`config.mk`:
```
export PLATFORM = sky130hd
export DESIGN_NAME = mux_sel_pipe
export DESIGN_NICKNAME = d
export VERILOG_FILES = /design/src/rtl/mux_sel_pipe_pkg.sv /design/src/rtl/mux_sel_etapa.sv /design/src/rtl/mux_sel_pipe.sv
export SDC_FILE = /design/constraint.sdc
export NUM_CORES = 1
export LEC_CHECK = 0
export CAP_MARGIN = 20
export CELL_PAD_IN_SITES_DETAIL_PLACEMENT = 1
export CELL_PAD_IN_SITES_GLOBAL_PLACEMENT = 1
export CORE_MARGIN = 2
export CORE_UTILIZATION = 20
export DETAILED_ROUTE_END_ITERATION = 6
export PLACE_DENSITY = 0.75
export SLEW_MARGIN = 5
export SYNTH_ARGS = -nofsm -noshare
export SYNTH_HDL_FRONTEND = slang
export SYNTH_SLANG_ARGS = --single-unit
export TNS_END_PERCENT = 100
```
`constraint.sdc`:
```
create_clock -name clk -period 1.3 [get_ports clk]
set_input_delay 0.26 -clock clk [delete_from_list [all_inputs] [get_ports clk]]
set_output_delay 0.26 -clock clk [all_outputs]
set_load 0.03 [all_outputs]
```
`src/rtl/mux_sel_pipe_pkg.sv`:
```
// Shared constants and helpers for the mux_sel_pipe selector pipeline.
// Holds parameter limits, clog2 and the select-width derivation.
package mux_sel_pipe_pkg;

  localparam int ANCHO_MAX        = 64;
  localparam int NUM_ENTRADAS_MAX = 16;
  localparam int ETAPAS_MAX       = 4;
  localparam int CUENTA_W         = 8;

  typedef logic [CUENTA_W-1:0] cuenta_t;

  function automatic int clog2(input int valor);
    int res;
    res = 0;
    for (int i = 0; i < 31; i++) begin
      if ((32'sd1 << i) < valor) begin
        res = i + 1;
      end
    end
    return res;
  endfunction

  // A two-input mux still needs one select bit.
  function automatic int sel_width(input int num_entradas);
    int w;
    w = clog2(num_entradas);
    return (w < 1) ? 1 : w;
  endfunction

endpackage

```
`src/rtl/mux_sel_etapa.sv`:
```
// One pipeline stage of mux_sel_pipe: valid, sel and data registers.
// Priority: reset, then flush (clears valid), then stall (hold), then load.
module mux_sel_etapa
  import mux_sel_pipe_pkg::*;
#(
  parameter int ANCHO = 32,
  parameter int SEL_W = 2
) (
  input  logic             clk,
  input  logic             reset,
  input  logic             stall,
  input  logic             flush,
  input  logic             i_valid,
  input  logic [SEL_W-1:0] i_sel,
  input  logic [ANCHO-1:0] i_dato,
  output logic             o_valid,
  output logic [SEL_W-1:0] o_sel,
  output logic [ANCHO-1:0] o_dato
);

  logic             r_valid;
  logic [SEL_W-1:0] r_sel;
  logic [ANCHO-1:0] r_dato;

  // Payload only moves with a valid sample, so the last stage keeps the last valid value.
  always_ff @(posedge clk) begin
    if (reset) begin
      r_valid <= 1'b0;
      r_sel   <= '0;
      r_dato  <= '0;
    end else if (flush) begin
      r_valid <= 1'b0;
    end else if (!stall) begin
      r_valid <= i_valid;
      if (i_valid) begin
        r_sel  <= i_sel;
        r_dato <= i_dato;
      end
    end
  end

  assign o_valid = r_valid;
  assign o_sel   = r_sel;
  assign o_dato  = r_dato;

endmodule

```
`src/rtl/mux_sel_pipe.sv`:
```
// Pipelined N-to-1 selector with stall/flush and out-of-range select clamping.
// Define MUX_SEL_PIPE_ERR_EN to build the sticky error flag and saturating error counter.
module mux_sel_pipe
  import mux_sel_pipe_pkg::*;
#(
  parameter int ANCHO        = 32,
  parameter int NUM_ENTRADAS = 4,
  parameter int ETAPAS       = 1
) (
  input  logic                                 clk,
  input  logic                                 reset,
  input  logic [sel_width(NUM_ENTRADAS)-1:0]   sel,
  input  logic [NUM_ENTRADAS*ANCHO-1:0]        entradas,
  input  logic                                 valid_in,
  input  logic                                 stall,
  input  logic                                 flush,
  output logic [ANCHO-1:0]                     salida,
  output logic                                 valid_out,
  output logic [sel_width(NUM_ENTRADAS)-1:0]   sel_out,
  output logic                                 error_sel,
  output logic [7:0]                           cuenta_err
);

  localparam int               SEL_W   = sel_width(NUM_ENTRADAS);
  localparam logic [SEL_W:0]   NUM_EXT = (SEL_W+1)'(NUM_ENTRADAS);
  localparam logic [SEL_W-1:0] SEL_ULT = SEL_W'(NUM_ENTRADAS - 1);

  if (ANCHO < 1 || ANCHO > ANCHO_MAX || NUM_ENTRADAS < 2 ||
      NUM_ENTRADAS > NUM_ENTRADAS_MAX || ETAPAS < 1 || ETAPAS > ETAPAS_MAX) begin : g_param_err
    $error("mux_sel_pipe: parameter out of range");
  end

  logic                        w_fuera;
  logic [SEL_W-1:0]            w_sel_ef;
  logic [ANCHO-1:0]            w_dato_sel;
  logic [ETAPAS:0]             w_v;
  logic [ETAPAS:0][SEL_W-1:0]  w_s;
  logic [ETAPAS:0][ANCHO-1:0]  w_d;

  // Constant-false when NUM_ENTRADAS is a power of two.
  assign w_fuera = ({1'b0, sel} >= NUM_EXT);

  // Out-of-range selects fall back to the highest input.
  always_comb begin
    w_sel_ef   = w_fuera ? SEL_ULT : sel;
    w_dato_sel = '0;
    for (int k = 0; k < NUM_ENTRADAS; k++) begin
      w_dato_sel = (w_sel_ef == SEL_W'(k)) ? entradas[k*ANCHO +: ANCHO] : w_dato_sel;
    end
  end

  assign w_v[0] = valid_in;
  assign w_s[0] = sel;
  assign w_d[0] = w_dato_sel;

  for (genvar e = 0; e < ETAPAS; e++) begin : g_etapa
    mux_sel_etapa #(
      .ANCHO (ANCHO),
      .SEL_W (SEL_W)
    ) u_etapa (
      .clk     (clk),
      .reset   (reset),
      .stall   (stall),
      .flush   (flush),
      .i_valid (w_v[e]),
      .i_sel   (w_s[e]),
      .i_dato  (w_d[e]),
      .o_valid (w_v[e+1]),
      .o_sel   (w_s[e+1]),
      .o_dato  (w_d[e+1])
    );
  end

  assign salida    = w_d[ETAPAS];
  assign sel_out   = w_s[ETAPAS];
  assign valid_out = w_v[ETAPAS];

`ifdef MUX_SEL_PIPE_ERR_EN
  logic    r_error_sel;
  cuenta_t r_cuenta_err;
  logic    w_cuenta;

  assign w_cuenta = valid_in & ~stall & ~flush & w_fuera;

  // Sticky flag and saturating count of accepted out-of-range selects.
  always_ff @(posedge clk) begin
    if (reset) begin
      r_error_sel  <= 1'b0;
      r_cuenta_err <= 8'd0;
    end else if (w_cuenta) begin
      r_error_sel <= 1'b1;
      if (r_cuenta_err != 8'hFF) begin
        r_cuenta_err <= r_cuenta_err + 8'd1;
      end
    end
  end

  assign error_sel  = r_error_sel;
  assign cuenta_err = r_cuenta_err;
`else
  assign error_sel  = 1'b0;
  assign cuenta_err = 8'd0;
`endif

endmodule
```
==> flow_summary_export.csv, run 1 <==
group,metric,value,unit
status,status,"complete, no violations",
timing,fin_skew,0,ns
clocking,clockBufferDepth,2,
floorplan,start_util,20.2,%
synthesis,synth.area.top_cells,"dfxtp_1 36%, mux4_2 33%, a22o_1 14%",
pwr,vdd_drop_max,0.341,mV
synthesis,yosysTopAreaCell,"dfxtp_1",
timing,rsz0062_at_grt,"false",
pwr,pwr-share-comb,33.1,%
floorplan,rows,36,
pwr,switching_share,25.3,%
hold_path,hold_class,"in2reg",
floorplan,die_w,103,um
layout,final_area,0.00394,mm2
synthesis,yosysMostFrequentCell,"dfxtp_1",
critical_path,cp.arrival,1.49,ns
clocking,hold_buffers,0,
critical_path,critical_path_class,"in2reg",
pwr,p_leak,0.00155,uW
critical_path,critPathRequiredTime,1.52,ns
critical_path,endpoint_kind,"register",
timing,drv_slew,0,
global_routing,grt_pass1_wl,10600,um
global_routing,grt_pass1_vias,2151,
layout,layout-drive-gt1-share,28.6,%
global_routing,grt_overflow_total,0,
clocking,cts_tree,"done",
clocking,clock_latency,0.28,ns
critical_path,critPathMaxStageDelay,0.52,ns
route,dr.pass1.iters,4,
synthesis,synth_cell_type_count,14,
layout,final_net_count,442,
global_routing,grt.total_usage,13.3,%
pwr,clkPwrFrac,29.0,%
timing,finalHoldViolCount,0,
clocking,h-tree-depth,2,
timing,fin_crit_sh,97.1,%
clocking,root_buffer,"clkbuf_8",
placement,dp_cells,430,
route,post_drt_wl_per_cell,16.9,um
pwr,power.density,763,mW/mm2
synthesis,synth_edf_count,0,
floorplan,dieHeight,103,um
placement,io_buffers,169,
timing,fmax,792,MHz
floorplan,coreArea,0.00964,mm2
synthesis,ys.flop_type,"dfxtp_1",
placement,place_hpwl,5910,um
critical_path,crit_family,"buffers and inverters",
clocking,path_clk_slew,0.07,ns
layout,stdcell_count,441,
critical_path,critPathBufInv,2,
global_routing,grt_start_max_net_pins,33,
route,vias,1966,
synthesis,ys_ff_latch,35,
floorplan,pin_count,179,
layout,syn2layout_area_growth,102,%
global_routing,antenna_found_initial,0,
route,ant_nets,0,
route,vias_per_cell,4.46,
clocking,clock-sinks,35,
synthesis,avgSynthCellArea,14.8,um2
synthesis,netlist_area,0.00195,mm2
layout,antennaDiodeCount,0,
synthesis,yosys_warnings,0,
placement,place_congestion,0.690,
timing,tns,0,ns
pwr,power_frac_seq,37.9,%
route,wirelength,7460,um
synthesis,synth_top_area_share,35.9,%
critical_path,crit_path_start_kind,"primary input",
critical_path,cp_max_fo,32,
timing,fin_crit,1.26,ns
synthesis,yosysSeqAreaShare,35.9,%
floorplan,dieArea,0.0106,mm2
route,drt-initial-drc-count,27,
pwr,netSwitchingPower,761,uW
timing,setup_violations,0,
critical_path,worstPathCellList,"clkdlybuf4s50_1 -> nor4b_4 -> buf_12 -> a22o_1",
route,drc,0,
synthesis,synthCells,132,
critical_path,slowest_stage,"clkdlybuf4s50_1",
job,cap_viol_max_count,0,
placement,placed_area,0.00383,mm2
clocking,cts_buffers,5,
synthesis,async_flop_share,0,%
synthesis,synth_common_cells,"35 x dfxtp_1, 32 x a22o_1, 29 x mux4_2, 9 x buf_2, 9 x buf_4",
pwr,p_int,2250,uW
[stage by stage]
step | utilization (%) | hold slack, ns | total power, uW | worst slack (ns)
6_report | 40.9 | 0.434 | 3010 | 0.0375
5_1_grt | 40.9 | 0.440 | 3180 | 0.00492
4_1_cts | 40.7 | 0.396 | 3040 | -0.00630
3_5_place_dp | 39.7 | 0.467 | 2160 | -0.381
3_3_place_gp | 39.7 | 0.459 | 2140 | -0.321
2_1_floorplan | - | 0.332 | 1590 | -0.0146
[layout by cell type (no fill, tap or decap), drive strengths merged, types with 3 or more instances in the layout]
cell	count
buf	38
conb	9
clkdlybuf4s15	3
clkdlybuf4s50	129
dfxtp	35
a22o	32
nor2	3
clkbuf	18
mux2i	3
mux4	32
[final timing paths]
path	from	end	slack, ns	cells after the start
max	reset	g_etapa[0].u_etapa.o_dato[2]	0.04	4
min	flush	g_etapa[0].u_etapa.o_valid	0.43	2
max reg2reg	g_etapa[0].u_etapa.o_dato[6]	g_etapa[0].u_etapa.o_dato[6]	0.65	1
min reg2reg	g_etapa[0].u_etapa.o_dato[22]	g_etapa[0].u_etapa.o_dato[22]	0.49	1
[state kept, by name (all words and copies together), names as in the netlist]
register / count
g_etapa.u_etapa.o_sel: 2
g_etapa.u_etapa.o_valid: 1
g_etapa.u_etapa.o_dato: 32
[layout make-up]
type / instances / area (um2)
Fill cell: 1049 / 5700
Sequential cell: 35 / 701
Timing Repair Buffer: 183 / 1830
Clock buffer: 8 / 100
Multi-Input combinational cell: 82 / 1140
Tap cell: 133 / 166
[power by group through the flow]
stage / combinational (uW) / clock [uW] / sequential (uW)
3_5_place_dp: 994 / 0 / 1160
6_report: 995 / 872 / 1140
2_1_floorplan: 350 / 0 / 1240
5_1_grt: 1060 / 972 / 1150
4_1_cts: 986 / 916 / 1140
3_3_place_gp: 974 / 0 / 1160
[metal layers]
layer,vias to the layer above,wire [um],track usage [%]
li1,891,-,-
met1,952,2750,13.7
met2,115,3810,25.0
met3,8,787,4.14
met4,0,117,4.96
met5,-,0,0
[what timing repair did]
action                     CTS  global route
resized for setup           22            17
setup endpoints to repair   44            43
gates cloned                 0             2
pin swaps                    1             1
setup buffers                0             1
[logic make-up (layout without fill, tap and decap cells)]
logic type / after synthesis / after routing / share of synthesized area [%]
buffers and inverters: 23 / 191 / 8.27
AND/OR/NAND/NOR: 6 / 6 / 2.24
AO/OA/AOI/OAI: 32 / 32 / 14.4
other: 1 / 9 / 0.192
flip-flops: 35 / 35 / 35.9
multiplexers: 35 / 35 / 39.0
(Power assumes the default switching activity.)
==> inputs of run 2 (changes only) <==
==> constraint.sdc (replaced) <==
create_clock -name clk -period 1.3 [get_ports clk]
set_input_delay 0.39 -clock clk [delete_from_list [all_inputs] [get_ports clk]]
set_output_delay 0.39 -clock clk [all_outputs]
set_load 0.03 [all_outputs]
==> run 2 against run 1 <==
Compared with the run above:
- the flow now finishes with violations (negative setup slack)
- non-clock buffer count rose by 4
- design area up 3.1%
- global-route usage up 1.4 points
==> flow_summary_export.csv, run 2 (synthesis results as in run 1) <==
group,metric,value,unit
status,status,"finished with violations",
status,violations,"negative setup slack",
job,cap_viol_max_count,0,
critical_path,reg2reg_depth,1,
global_routing,grt_pass1_vias,2190,
timing,tns,-0.00282,ns
hold_path,holdPathEnd,"g_etapa[0].u_etapa.o_valid",
pwr,vdd_drop_max,0.341,mV
route,wirelength,7810,um
critical_path,critPathRequiredTime,1.47,ns
global_routing,grt.total_usage,14.7,%
critical_path,r2r_end,"g_etapa[0].u_etapa.o_dato[29]",
pwr,power.density,746,mW/mm2
layout,syn2layout_area_growth,108,%
route,ant_nets,0,
global_routing,grt_start_max_net_pins,17,
critical_path,cp.arrival,1.48,ns
global_routing,antenna_found_initial,0,
pwr,clkPwrFrac,28.3,%
timing,finalHoldViolCount,0,
timing,fmax,768,MHz
pwr,p_int,2280,uW
placement,io_buffers,169,
hold_path,min_delay_path_depth,2,
timing,timing.hold.ws,0.383,ns
layout,stdcell_count,445,
floorplan,rows,36,
layout,largest_register_ffs,32,
layout,most-common-layout-cells,"117 x clkdlybuf4s50_1, 39 x buf_4, 35 x dfxtp_1",
clocking,clockBufferDepth,2,
timing,fin_crit,1.30,ns
layout,antennaDiodeCount,0,
placement,place_congestion,0.681,
timing,fin_crit_sh,100,%
pwr,p_leak,0.00168,uW
placement,dp_cells,430,
clocking,cts_buffers,5,
global_routing,grt_overflow_total,0,
clocking,clock_latency,0.28,ns
layout,final_net_count,446,
pwr,pwr-share-comb,34.1,%
route,vias_per_cell,4.41,
layout,final_common_cell,"clkdlybuf4s50_1",
floorplan,pin_count,179,
floorplan,coreArea,0.00964,mm2
floorplan,die_w,103,um
timing,drv_slew,0,
global_routing,grt_pass1_wl,11500,um
clocking,root_buffer,"clkbuf_8",
route,post_drt_wl_per_cell,17.6,um
timing,rsz0062_at_grt,"true",
route,drc,0,
route,dr.pass1.iters,4,
route,drt-initial-drc-count,38,
floorplan,dieHeight,103,um
floorplan,start_util,20.2,%
pwr,power_frac_seq,37.6,%
clocking,cts_tree,"done",
clocking,clock-sinks,35,
pwr,netSwitchingPower,756,uW
critical_path,reg2reg_from,"g_etapa[0].u_etapa.o_dato[29]",
floorplan,dieArea,0.0106,mm2
pwr,switching_share,24.9,%
hold_path,min-delay-start,"flush",
clocking,h-tree-depth,2,
critical_path,reg2reg_setup_slack,0.63,ns
timing,setup_violations,1,
critical_path,cp_max_fo,1,
timing,fin_skew,0,ns
route,vias,1963,
layout,final_core_util,42.1,%
placement,place_hpwl,5890,um
critical_path,endpoint_kind,"register",
hold_path,hold_class,"in2reg",
critical_path,critical_path_class,"in2reg",
critical_path,crit_path_start_kind,"primary input",
clocking,path_clk_slew,0.07,ns
layout,layout-drive-gt1-share,31.4,%
timing,setup_ws,-0.00282,ns
run 2: power by group through the flow:
stage          sequential, uW  combinational (uW)  clock, uW
5_1_grt                  1140                1100        960
3_5_place_dp             1160                 981          0
4_1_cts                  1140                1060        906
2_1_floorplan            1240                 365          0
3_3_place_gp             1160                 964          0
6_report                 1140                1030        859
run 2: area by class of cell:
class                           instances  area (um2)
Multi-Input combinational cell         82        1130
Tap cell                              133         166
Fill cell                            1050        5580
Timing Repair Buffer                  187        1960
Sequential cell                        35         701
Clock buffer                            8         100
run 2: metal layers:
layer,global-route usage [%],vias up,share of wire (%)
li1,-,893,-
met1,16.3,951,37
met2,26.7,110,51
met3,4.81,9,10
met4,4.25,0,1.4
met5,0,-,0
run 2: per-stage QoR:
step	cell area [um2]	setup slack, ns	power [uW]
global placement	3790	-0.433	2130
detailed placement	3790	-0.484	2150
finish	4060	-0.00282	3030
CTS	4050	0.00132	3100
floorplan	2020	-0.103	1610
global route	4060	-0.00599	3200
run 2: worst max-delay path: stages:
cell             delay (ns)
clkdlybuf4s50_1        0.41
mux4_2                 0.45
a22o_1                 0.23
run 2: how the worst max path moves through the flow:
stage / startpoint / end / slack (ns) / cells past startpoint
5_1_grt: reset / g_etapa[0].u_etapa.o_dato[23] / -0.006 / 4
4_1_cts: entradas[76] / g_etapa[0].u_etapa.o_dato[12] / 0.001 / 3
3_5_place_dp: stall / g_etapa[0].u_etapa.o_dato[7] / -0.48 / 5
2_1_floorplan: sel[0] / g_etapa[0].u_etapa.o_dato[0] / -0.10 / 4
3_3_place_gp: stall / g_etapa[0].u_etapa.o_dato[7] / -0.43 / 5
6_report: entradas[51] / g_etapa[0].u_etapa.o_dato[19] / -0.003 / 3
run 2: timing repair:
item / CTS / global route
pin swaps: 4 / 5
gates resized for setup: 17 / 12
hold buffers: 0 / 0
cloned: 5 / 0
endpoints found under the setup margin: 34 / 34
buffers inserted: 2 / 0
==> inputs of run 3 (changes only) <==
--- a/config.mk
+++ b/config.mk
@@ -5,13 +5,12 @@
 export SDC_FILE = /design/constraint.sdc
 export NUM_CORES = 1
 export LEC_CHECK = 0
-export CAP_MARGIN = 20
 export CELL_PAD_IN_SITES_DETAIL_PLACEMENT = 1
 export CELL_PAD_IN_SITES_GLOBAL_PLACEMENT = 1
 export CORE_MARGIN = 2
-export CORE_UTILIZATION = 20
+export CORE_UTILIZATION = 22
 export DETAILED_ROUTE_END_ITERATION = 6
-export PLACE_DENSITY = 0.75
+export PLACE_DENSITY = 0.79
 export SLEW_MARGIN = 5
 export SYNTH_ARGS = -nofsm -noshare
 export SYNTH_HDL_FRONTEND = slang
==> constraint.sdc (replaced) <==
create_clock -name clk -period 1.2 [get_ports clk]
set_input_delay 0.36 -clock clk [delete_from_list [all_inputs] [get_ports clk]]
set_output_delay 0.36 -clock clk [all_outputs]
set_load 0.03 [all_outputs]
==> run 3 against run 2 <==
Compared with the run above:
- the run now ends clean
- clock skew unchanged
- flip-flop and latch count unchanged
- clock power up 12%
- power up 4.3%
- routed wire length up 0.88%
- hold slack worse by 0.014 ns
- largest cell class unchanged
- critical endpoint is now g_etapa[0].u_etapa.o_dato[3]
- non-clock buffer count up 3
==> flow_summary_export.csv, run 3 (synthesis results as in run 1) <==
group,metric,value,unit
status,status,"complete, no violations",
layout,largest_register_ffs,32,
pwr,vdd_drop_max,0.480,mV
layout,final_common_cell,"dlygate4sd2_1",
layout,most-common-layout-cells,"128 x dlygate4sd2_1, 35 x buf_4, 32 x mux4_2, 32 x a22o_1, 32 x dfxtp_1",
floorplan,pin_count,179,
timing,fmax,835,MHz
critical_path,cp_max_fo,8,
layout,final_core_util,44.4,%
floorplan,start_util,22.5,%
timing,timing.hold.ws,0.369,ns
critical_path,crit_path_start_kind,"primary input",
global_routing,antenna_found_initial,0,
critical_path,worstSetupStartpoint,"sel[0]",
route,dr.pass1.iters,3,
job,cap_viol_max_count,0,
floorplan,rows,34,
route,ant_nets,0,
clocking,cts_tree,"done",
pwr,switching_share,26.8,%
placement,place_congestion,0.735,
critical_path,reg2reg_depth,1,
timing,setup_violations,0,
layout,fill_cells,968,
pwr,power,3160,uW
critical_path,reg2reg_from,"g_etapa[0].u_etapa.o_dato[3]",
route,post_drt_wl_per_cell,18.6,um
critical_path,critical_path_class,"in2reg",
timing,fin_crit_sh,99.8,%
clocking,h-tree-depth,2,
critical_path,cp.arrival,1.37,ns
timing,tns,0,ns
timing,drv_slew,0,
hold_path,min_delay_path_depth,3,
placement,placed_area,0.00374,mm2
hold_path,hold_class,"in2reg",
pwr,power_frac_seq,39.1,%
clocking,clock_latency,0.28,ns
timing,fin_crit,1.20,ns
floorplan,coreArea,0.00868,mm2
layout,final_net_count,449,
layout,syn2layout_area_growth,97.4,%
placement,io_buffers,169,
floorplan,dieHeight,98.2,um
critical_path,critPathRequiredTime,1.37,ns
clocking,clock-sinks,35,
timing,finalHoldViolCount,0,
pwr,netSwitchingPower,848,uW
global_routing,grt.total_usage,16.6,%
layout,final_area,0.00385,mm2
pwr,clkPwrFrac,30.4,%
floorplan,dieArea,0.00964,mm2
pwr,p_int,2310,uW
clocking,clockBufferDepth,2,
global_routing,grt_pass1_wl,12200,um
timing,fin_skew,0,ns
layout,layout-drive-gt1-share,34.0,%
pwr,power.density,821,mW/mm2
pwr,p_leak,0.00177,uW
hold_path,min-delay-start,"flush",
route,drt-initial-drc-count,23,
floorplan,die_w,98.2,um
clocking,path_clk_slew,0.08,ns
global_routing,grt_start_max_net_pins,18,
clocking,root_buffer,"clkbuf_8",
critical_path,endpoint_kind,"register",
global_routing,grt_pass1_vias,2261,
pwr,pwr-share-comb,30.6,%
route,drc,0,
route,vias,1978,
clocking,cts_buffers,5,
placement,place_hpwl,5850,um
route,wirelength,7880,um
route,vias_per_cell,4.68,
layout,antennaDiodeCount,0,
global_routing,grt_overflow_total,0,
clocking,hold_buffers,0,
==> run 3: cell types whose count changed in the layout (fill, tap and decap cells not counted), sizes merged <==
cell | previous run | this run
buf | 54 | 61
dlygate4sd2 | 4 | 128
bufbuf | 1 | 0
clkdlybuf4s50 | 117 | 0
dlymetal6s2s | 9 | 0
clkbuf | 10 | 9
==> run 3: area by class of cell <==
cell class | instances | area [um2] | share of cell area [%]
timing repair buffer | 190 | 1790 | 46.5
multi-input combinational | 82 | 1120 | 29.1
sequential | 35 | 704 | 18.3
tap | 108 | 135 | 3.51
clock buffer | 8 | 100 | 2.60
==> run 3: metal layers <==
metal / track usage (%) / share of wire [%] / vias to the layer above
met5: 0 / 0 / -
met4: 3.27 / 1.3 / 0
met3: 5.15 / 8.5 / 8
met2: 32.0 / 53 / 114
met1: 17.9 / 37 / 961
li1: - / - / 895
==> run 3: metrics by stage <==
| step | setup slack (ns) | instances |
|---|---|---|
| finish | 0.00253 | 423 |
| global route | -0.00967 | 423 |
| CTS | 0.00202 | 427 |
| detailed placement | -0.567 | 406 |
| global placement | -0.534 | 406 |
| floorplan | -0.173 | 140 |
==> run 3: what timing repair did <==
action / 4_1_cts / 5_1_grt
cloned: 6 / 0
setup buffers: 7 / 0
pin swaps: 32 / 5
endpoints found under the setup margin: 35 / 38
gates resized for setup: 158 / 8
==> run 3: path summary, 6_finish.rpt <==
check / endpoint / slack [ns]
min: g_etapa[0].u_etapa.o_valid / 0.37
max: g_etapa[0].u_etapa.o_dato[3] / 0.003
min reg2reg: g_etapa[0].u_etapa.o_dato[19] / 0.48
max reg2reg: g_etapa[0].u_etapa.o_dato[3] / 0.55
==> run 3: power by group through the flow <==
stage                     Sequential (uW)  Combinational, uW  Clock, uW
after global routing                 1240               1030       1060
final                                1240                966        960
after CTS                            1230                994        996
after floorplan                      1350                395          0
after detailed placement             1260               1060          0
after global placement               1260               1030          0
==> run 3: worst max-delay path, stage by stage <==
cell,delay [ns]
buf_12,0.12
buf_12,0.15
mux4_2,0.50
a22o_1,0.22
